<file path="src/rtl/restoring_divider_4bit.sv">
// restoring_divider_4bit: sequential unsigned restoring divider, one trial subtraction per clock.
module restoring_divider_4bit #(
  parameter int WIDTH = 4
) (
  input  logic             clk,
  input  logic             rst_n,
  input  logic             start,
  input  logic [WIDTH-1:0] dividend,
  input  logic [WIDTH-1:0] divisor,
  output logic [WIDTH-1:0] quotient,
  output logic [WIDTH-1:0] remainder,
  output logic             busy,
  output logic             done,
  output logic             div_by_zero
);
  localparam int CW = $clog2(WIDTH) + 1;
  typedef enum logic [1:0] {IDLE, LOAD, CALC, DONE} state_t;
  state_t state, state_nxt;
  logic [WIDTH-1:0] q, d, q_step;
  logic [WIDTH:0] r, r_step;
  logic [WIDTH+1:0] r_sh, trial;
  logic [CW-1:0] cnt;
  logic accept, last, nb;
  // r[WIDTH] stays 0, so {r, q_msb} is the shifted remainder zero-extended to WIDTH+2 bits
  always_comb begin
    r_sh   = {r, q[WIDTH-1]};
    trial  = r_sh + {1'b0, ~{1'b0, d}} + (WIDTH+2)'(1);
    nb     = trial[WIDTH+1];
    q_step = {q[WIDTH-2:0], nb};
    r_step = nb ? trial[WIDTH:0] : r_sh[WIDTH:0];
    last   = cnt == CW'(WIDTH - 1);
    accept = (state == IDLE || state == DONE) && start;
    busy   = state == LOAD || state == CALC;
    done   = state == DONE;
  end
  always_comb begin
    state_nxt = state;
    case (state)
      IDLE:    state_nxt = start ? LOAD : IDLE;
      LOAD:    state_nxt = (d == '0) ? DONE : CALC;
      CALC:    state_nxt = last ? DONE : CALC;
      default: state_nxt = start ? LOAD : IDLE;
    endcase
  end
  always_ff @(posedge clk or negedge rst_n) begin
    if (!rst_n) state <= IDLE;
    else state <= state_nxt;
  end
  always_ff @(posedge clk or negedge rst_n) begin
    if (!rst_n) begin
      q <= '0;
      d <= '0;
      r <= '0;
      cnt <= '0;
      quotient <= '0;
      remainder <= '0;
      div_by_zero <= 1'b0;
    end else if (accept) begin
      q <= dividend;
      d <= divisor;
      r <= '0;
      cnt <= '0;
      div_by_zero <= 1'b0;
    end else if (state == LOAD && d == '0) begin
      quotient <= '1;
      remainder <= q;
      div_by_zero <= 1'b1;
    end else if (state == CALC) begin
      q <= q_step;
      r <= r_step;
      cnt <= cnt + CW'(1);
      if (last) begin
        quotient <= q_step;
        remainder <= r_step[WIDTH-1:0];
      end
    end
  end
endmodule

</file>
<file path="config.mk">
export PLATFORM = sky130hd
export DESIGN_NAME = restoring_divider_4bit
export DESIGN_NICKNAME = d
export VERILOG_FILES = /design/src/rtl/restoring_divider_4bit.sv
export SDC_FILE = /design/constraint.sdc
export NUM_CORES = 1
export LEC_CHECK = 0
export ABC_CLOCK_PERIOD_IN_PS = 2300
export BUFFER_PORTS_ARGS = -buffer_cell sky130_fd_sc_hd__buf_2
export CORE_MARGIN = 2
export CORE_UTILIZATION = 35
export DETAILED_ROUTE_END_ITERATION = 8
export PLACE_DENSITY = 0.49
export SYNTH_ARGS = -nofsm -noshare
export SYNTH_HDL_FRONTEND = slang
export SYNTH_SLANG_ARGS = --single-unit
</file>
<file path="constraint.sdc">
create_clock -name clk -period 2.3 [get_ports clk]
set_input_delay 0.46 -clock clk [delete_from_list [all_inputs] [get_ports clk]]
set_output_delay 0.46 -clock clk [all_outputs]
set_load 0.01 [all_outputs]
</file>
# After elaboration in Yosys (flattened, before gate mapping)
# Cells that the tools add are included.
# word_totals
latch_bits	0
output_inout_bits	11
register_bits	27
n_memories	0
wordCells	52
ram_bits	0
romBits	0
# op_classes
n_lt_le_gt_ge	0
muxes	22
n_shift	0
n_reduce_logical	12
div_mod_pow	0
multipliers	0
addsub	3
bitwise_logic	2
eq_ne	5
# ops
operator	count
$mux 4	9
$mux 5	4
$mux 3	3
$reduce_bool 2->1	4
$add 6x1->6 const B	1
$add 6x5->6	1
$mux 1	5
$not 4->5	1
$eq 2x2->1 const B	2
$logic_not 4->1	1
$pmux 2 s2	1
$add 3x1->3 const B	1
$eq 3x2->1 const B	1
$reduce_and 3->1	1
$eq 2x1->1 const B	1
$logic_and 1x1->1	2
$logic_not 2->1	1
$logic_or 1x1->1	2
$ne 2x2->1 const B	1
$reduce_and 2->1	1
$not 1->1	1

# Longest topological paths before layout
# Gate-level depths: netlist (run 1).
# logic_depth
depth_word	7
depth_mapped	9
ltp_nobuf	9

# Least setup slack after synthesis (run 1)
# OpenSTA, ideal clock, no wires.
# synth_timing
path_kind	reg2reg
startpoint	register d[1]
endpoint	register r[0]
stages_incl_launch_ff	8
n_path_buf	0
arrival_ps	1846
period_less_slack_ps	1924
setup_slack_ps	376
path_cell_list	dfrtp_1 inv_1 ha_1 nor2b_1 o21a_1 o2111ai_4 mux2_2 a21oi_1
# synth_between
elab_chain_len	7
# synth_rtl
element	line_no	text
start: declaration	19	logic [WIDTH-1:0] q, d, q_step;
start signal: assignment	60	d <= divisor;
$not 4->5	27	trial = r_sh + {1'b0, ~{1'b0, d}} + (WIDTH+2)'(1);
$add 6x5->6	27	
$add 6x1->6	27	
$mux 5	30	r_step = nb ? trial[WIDTH:0] : r_sh[WIDTH:0];
$mux 5	68	end else if (state == CALC) begin
$mux 5	64	end else if (state == LOAD && d == '0) begin
$mux 5	58	end else if (accept) begin
end signal: assignment	70	r <= r_step;
end: declaration	20	logic [WIDTH:0] r, r_step;
# Parallel ways exist; a longest one is shown, timed or not. The select of a mux whose other input is x is not followed.
# A chain may end at the register's enable or synchronous reset.

# Final worst setup path (run 1)
# layout_timing
startpoint	register d[2]
endpoint	register r[1]
# Same word-level chain as after synthesis.

==> reports/metrics.csv, run 1 <==
stage;metric;value;unit
placement;port bufs;21;
routing;routed via count;1258;
synth;number of synthesis warnings;0;
routing;Detail Route met2 WL;1680;um
timing;clock skew;0.00579;ns
timing;Setup Viol. Count Final;0;
worst_hold_path;worst hold path class;primary input to asynchronous set/reset pin;
placement;# placed instances;224;
clocking;worst-skew pair later-pin latency;0.28;ns
floorplanning;die height;69.9;um
placement;GPL Wtd Cong;0.880;
floorplanning;starting density of the core;37.2;%
pwr;Switch Pwr;0.00131;W
pwr;Net Sw Frac;46.1;%
clocking;# clock sinks;27;
worst_setup_path;critical path required time;2.44;ns
synth;gate count after technology mapping;158;
worst_setup_path;Worst Reg2Reg Path Length in Cells;7;
cells_and_area;layout cells sized above 1;20.2;%
timing;Final Hold Viols;0;
worst_setup_path;Setup crit end kind;flop;
synth;syn nets;179;
clocking;hold buffers post-CTS;0;
routing;DR pass1 iterations;4;
cells_and_area;fillers;408;
floorplanning;I/O pins;22;
clocking;CTS tree;yes;
global_route;GRT Total Usage;16.2;%
routing;DRC;0;
worst_setup_path;critical-path maximum fanout;7;
cells_and_area;synth-to-layout area growth;12.7;%
cells_and_area;final core occ;41.9;%
timing;RSZ-0062 raised after global routing;false;
timing;Max Fclk;0.477;GHz
floorplanning;Core Footprint;4090;um^2
synth;Post-synth EDFFs;0;
worst_setup_path;reg2reg end;r[1];
clocking;CTS buffer count;3;
timing;Worst Tran Pin Value;0.623;ns
cells_and_area;Post-Layout Cell Count;228;
worst_setup_path;critical path arrival;2.23;ns
pwr;Clk network pwr share;9.9;%
cells_and_area;Ant. Diodes;0;
clocking;Root Buffer;clkbuf_8;
clocking;Post-CTS Setup Bufs;0;
global_route;vias in the first global route;1264;
routing;drt first-iter violations;49;
cells_and_area;post-layout net count;200;
status;status;complete, no violations;
floorplanning;Die X;69.9;um
worst_setup_path;worst reg2reg startpoint;d[2];
routing;Routed Antenna Nets;0;
worst_setup_path;critical path class;flop to flop;
pwr;PwrDens;1660;nW/um^2
synth;Mean Syn Cell Area;9.62;um^2
synth;Yosys cell types;42;
global_route;first-pass GRT wire length;6310;um
clocking;H-tree Lvls;1;
floorplanning;Row Count;23;
worst_setup_path;Setup crit start kind;flop;
global_route;GRT overflow;0;
clocking;Reg clk slew, reported paths;0.10;ns
pwr;Int Power;0.00153;W
routing;DR vias/cell;5.52;
synth;Seq/Total Area, Yosys;44.4;%
routing;met1 WL;1760;um
clocking;CTS resizes;0;
synth;post-synthesis cell area;1520;um^2
flow_run;maxcap violations;0;
global_route;largest net degree at the start of global routing;28;
routing;drt wl/cell;15.8;um
routing;Post-Route WL;3610;um
timing;Slew headroom;58.5;%
synth;Primary FF master, synth;dfrtp_1;
clocking;Longest Clk Path Bufs;2;
pwr;Max IR drop VDD;0.522;mV
synth;flops & latches, synth;27;
floorplanning;DIE AREA;4890;um^2
timing;fin. max-slew vios;0;
pwr;Comb power frac;59.2;%
pwr;Pleak;0.778;nW
routing;top sig layer;met4;
worst_setup_path;r2r setup slk;0.21;ns
placement;hpwl dp;2630;um
timing;hold_ws;0.179;ns
pwr;sequential share of power;30.9;%
synth;FFs w/ async S/R, synth;100;%
timing;fin crit share;91.1;%
routing;WL met3;111;um
timing;Final min period;2.09;ns
timing;Setup TNS Final;0;ns
global_route;initial antenna violation count;0;
==> cells in the final DEF, fill, tap and decap left out, types with 2 or more instances in the layout <==
master and count:
nand4_1 3, a31oi_1 6, o22a_1 3, a211o_1 2, nor2_1 13, a22oi_1 3
and2_1 2, nand3_1 3, o21ai_1 2, xor2_1 2, inv_1 10, ha_1 9
o21ai_0 11, buf_4 2, or3_1 2, mux2i_1 2, clkbuf_8 3, nand2_1 16
dfrtp_1 27, nor2b_1 2, a21oi_1 12, buf_2 21, o21a_1 3
==> layout make-up <==
class                   instances  area, um^2  share of cell area, %
clock inverters                 1        5.00                  0.292
inverters                      10        37.5                   2.19
repair buffers                 23         120                   7.01
clock buffers                   3        41.3                   2.41
flip-flops and latches         27         676                   39.4
multi-input cells             114         771                   45.0
well taps                      50        62.6                   3.65
==> power by group through the flow <==
stage	clock network, W	registers, W	logic, W
2_1_floorplan	0	0.000852	0.00130
5_1_grt	0.000314	0.000910	0.00191
4_1_cts	0.000291	0.000879	0.00169
6_report	0.000281	0.000879	0.00169
3_3_place_gp	0	0.000879	0.00166
3_5_place_dp	0	0.000883	0.00168
==> worst max-delay path, stage by stage (launching register included) <==
cell and delay (ns):
dfrtp_1 0.37, inv_1 0.07, ha_1 0.25, or2_1 0.26, o21a_1 0.22, o2111ai_4 0.32
mux2i_1 0.36, a21oi_1 0.11
==> per-stage QoR <==
step | cell area [um^2] | worst slack (ns) | power (W)
floorplan | 1520 | 0.376 | 0.00215
global placement | 1670 | 0.271 | 0.00254
detailed placement | 1670 | 0.231 | 0.00256
CTS | 1710 | 0.186 | 0.00286
global route | 1710 | 0.0130 | 0.00313
finish | 1710 | 0.206 | 0.00284
==> sequential cells by signal, indices dropped and copies added (netlist names) <==
name         flops
quotient         4
d                4
r                5
div_by_zero      1
state            2
q                4
cnt              3
remainder        4
==> cells by family (layout without fill, tap and decap cells) <==
family	count (synthesis)	after routing	share of synthesized area, %
simple gates	46	46	14.2
compound gates	52	52	23.5
buf+inv	17	37	4.86
mux	4	4	3.04
xor+xnor	2	2	1.15
flops	27	27	44.4
fa+ha+maj	10	10	8.72
==> metal layers <==
metal | up-vias | GRT usage, %
met1 | 620 | 22.9
met5 | - | 0
li1 | 609 | -
met2 | 25 | 25.4
met3 | 4 | 2.31
met4 | 0 | 5.77
==> worst max-delay path by stage <==
stage | startpoint | end | slack, ns
3_5_place_dp | d[2] | r[0] | 0.23
5_1_grt | q[3] | r[4] | 0.01
6_report | d[2] | r[1] | 0.21
3_3_place_gp | r[1] | r[1] | 0.27
2_1_floorplan | d[1] | r[0] | 0.38
4_1_cts | q[3] | r[4] | 0.19
==> synthesized netlist by cell type (2+ instances only) <==
cell type | n | share of area, %
o22a_1 | 3 | 1.7
xor2_1 | 2 | 1.2
or3_1 | 2 | 0.82
a211o_1 | 2 | 1.2
nand2_1 | 16 | 4.0
a21oi_1 | 12 | 4.0
ha_1 | 9 | 7.4
o21ai_1 | 2 | 0.66
and2_1 | 2 | 0.82
dfrtp_1 | 27 | 44
a22oi_1 | 3 | 1.5
a31oi_1 | 6 | 2.5
nor2b_1 | 2 | 0.82
clkbuf_1 | 4 | 0.99
mux2i_1 | 2 | 1.3
nor2_1 | 13 | 3.2
inv_1 | 10 | 2.5
o21a_1 | 3 | 1.5
nand4_1 | 3 | 1.2
nand3_1 | 3 | 0.99
o21ai_0 | 11 | 3.6
(Power assumes the default switching activity.)
==> run 2: changes to the inputs <==
--- a/config.mk
+++ b/config.mk
@@ -6,7 +6,7 @@
 export NUM_CORES = 1
 export LEC_CHECK = 0
 export ABC_CLOCK_PERIOD_IN_PS = 2300
-export BUFFER_PORTS_ARGS = -buffer_cell sky130_fd_sc_hd__buf_2
+export BUFFER_PORTS_ARGS = -buffer_cell sky130_fd_sc_hd__buf_4
 export CORE_MARGIN = 2
 export CORE_UTILIZATION = 35
 export DETAILED_ROUTE_END_ITERATION = 8
==> run 2 against run 1 <==
  * Final cell count unchanged
  * Via count decreased by 3.8%
  * Combinational power rose by 3%
  * First-iteration DRC count down 12%
  * Worst setup slack got worse by 0.0051 ns
  * Sequential cell count stayed put
  * Register-to-register slack is essentially flat
  * Hold slack worse by 0.084 ns
  * Count of clock-buffer cells in the layout up 1
  * Global-route usage is 0.19 points higher
  * Sequential share of layout area down 1.1 points
  * Critical endpoint is now r[4]
  * Largest cell class unchanged
  * Highest routed layer unchanged
==> reports/metrics.csv, run 2 (synthesis results as in run 1) <==
stage;metric;value;unit;change
global_route;largest net degree at the start of global routing;28;;unchanged
worst_setup_path;Setup crit end kind;flop;;
cells_and_area;register area;676;um^2;unchanged
timing;Setup Viol. Count Final;0;;unchanged
worst_setup_path;critical path required time;2.49;ns;+0.05 ns
routing;Routed Antenna Nets;0;;unchanged
worst_setup_path;worst path bufs/invs;2;;+1
routing;DR pass1 iterations;4;;unchanged
floorplanning;die height;69.9;um;unchanged
placement;# placed instances;224;;unchanged
cells_and_area;Post-Layout Cell Count;228;;unchanged
timing;final worst slack;0.200;ns;-0.00509 ns
placement;pre-CTS WS;0.241;ns;+0.00941 ns
timing;Slew headroom;62.0;%;+3.6 points
worst_setup_path;critical-path maximum fanout;3;;-4
global_route;first-pass GRT wire length;6460;um;+2.3%
clocking;H-tree Lvls;1;;unchanged
clocking;Longest Clk Path Bufs;2;;unchanged
timing;Max Fclk;0.476;GHz;-0.24%
cells_and_area;fillers;427;;+4.7%
worst_setup_path;Setup crit start kind;flop;;
placement;port bufs;21;;unchanged
cells_and_area;final core occ;43.2;%;+1.3 points
clocking;# clock sinks;27;;unchanged
clocking;CTS tree;yes;;
cells_and_area;most common cell after layout, fill and taps aside;dfrtp_1;;
cells_and_area;max reg flops;5;;unchanged
clocking;Reg clk slew, reported paths;0.09;ns;about the same
cells_and_area;layout cells sized above 1;19.7;%;-0.56 points
timing;fin. max-slew vios;0;;unchanged
routing;Post-Route WL;3690;um;+2.1%
routing;DR vias/cell;5.31;;-3.8%
global_route;GRT Total Usage;16.4;%;+0.19 points
worst_setup_path;Worst path slowest cell;dfrtp_1;;
global_route;GRT overflow;0;;unchanged
floorplanning;Row Count;23;;unchanged
cells_and_area;Multi-input gate area;771;um^2;unchanged
clocking;CTS resizes;0;;unchanged
floorplanning;Die X;69.9;um;unchanged
timing;fin crit share;91.3;%;+0.22 points
routing;DRC;0;;unchanged
placement;GPL Wtd Cong;0.828;;-6.0%
clocking;hold buffers post-CTS;0;;unchanged
flow_run;maxcap violations;0;;unchanged
worst_setup_path;crit-path max cell delay;0.43;ns;+0.06 ns
clocking;Post-CTS Setup Bufs;0;;unchanged
floorplanning;I/O pins;22;;unchanged
cells_and_area;Ant. Diodes;0;;unchanged
timing;Final min period;2.10;ns;+0.00509 ns
worst_hold_path;worst hold path class;primary input to asynchronous set/reset pin;;
pwr;Max IR drop VDD;0.494;mV;-5.4%
timing;Setup TNS Final;0;ns;unchanged
routing;routed via count;1210;;-3.8%
timing;Worst Tran Pin Value;0.569;ns;-0.0537 ns
pwr;PwrDens;1640;nW/um^2;-1.0%
placement;hpwl dp;2630;um;-0.16%
cells_and_area;most frequent cells in the layout;dfrtp_1 (27), buf_4 (23), nand2_1 (16), nor2_1 (13), a21oi_1 (12);;
floorplanning;Core Footprint;4090;um^2;unchanged
timing;Final Hold Viols;0;;unchanged
worst_setup_path;critical path arrival;2.29;ns;+0.06 ns
global_route;vias in the first global route;1247;;-1.3%
status;status;complete, no violations;;
floorplanning;starting density of the core;37.2;%;unchanged
floorplanning;DIE AREA;4890;um^2;unchanged
routing;drt wl/cell;16.2;um;+2.1%
worst_setup_path;critical path class;flop to flop;;
clocking;CTS buffer count;3;;unchanged
clocking;Root Buffer;clkbuf_8;;
pwr;Pleak;0.794;nW;+2.1%
routing;drt first-iter violations;43;;-12%
cells_and_area;Largest Register;r;;
clocking;worst-skew pair later-pin latency;0.27;ns;about the same
timing;clock skew;0.00436;ns;-0.00143 ns
worst_setup_path;cell family with most CP delay;compound AO/OA/AOI/OAI gates;;
global_route;initial antenna violation count;0;;unchanged
cells_and_area;synth-to-layout area growth;16.0;%;
timing;RSZ-0062 raised after global routing;false;;
worst_setup_path;CP cell instances;inv_1 > ha_1 > inv_1 > fa_1 > a21o_2 > a21oi_1 > a21oi_1 > nand2b_1 > a31oi_1;;
cells_and_area;post-layout net count;200;;unchanged
-- run 2: changes by cell type in the layout (fill, tap and decap cells not counted), sizes merged --
| cell | delta |
|---|---|
| clkbuf | +1 |
| clkinv | -1 |
-- run 2: layer usage --
metal  vias to the layer above  GRT usage (%)  part of all wire (%)
met2                        16           25.5                    45
met1                       590           24.1                    52
met5                         -              0                     0
met4                         0           2.56                  0.49
met3                         2           3.17                   2.8
li1                        602              -                     -
-- run 2: power breakdown --
part	internal, W	switching, W
registers	0.000689	0.000194
clock network	0.000124	0.000151
logic	0.000771	0.000972
total	0.00158	0.00132
-- run 2: final cells by class --
type	count	area share [%]
multi-input cells	114	43.7
flip-flops and latches	27	38.3
repair buffers	23	9.79
well taps	50	3.55
clock buffers	4	2.55
inverters	10	2.13
-- run 2: worst reg2reg max path: cells and delay by family, from the launching register on --
kind | cells | cell delay (ns)
adders and majority gates | 2 | 0.57
and+or+nand+nor | 1 | 0.16
DFF | 1 | 0.43
buffers and inverters | 2 | 0.15
AOI/OAI and AO/OA | 4 | 0.72
-- run 2: worst paths after layout --
check                      cells after the start  slack, ns      endpoint        start
max reg2reg                                    9       0.20          r[4]         q[3]
max                                            9       0.20          r[4]         q[3]
min reg2reg                                    1       0.50   quotient[1]  quotient[1]
min                                            1       0.09   quotient[3]        rst_n
max in group asynchronous                      1       1.94  remainder[2]        rst_n
min in group clk                               3       0.37          d[0]   divisor[0]
-- run 2: per-stage QoR --
stage	total power [W]	area, um^2	hold slack, ns
after floorplan	0.00215	1520	0.164
after global placement	0.00260	1720	0.395
after detailed placement	0.00262	1720	0.402
after CTS	0.00293	1760	0.0933
after global routing	0.00319	1760	0.0985
final	0.00290	1760	0.0949
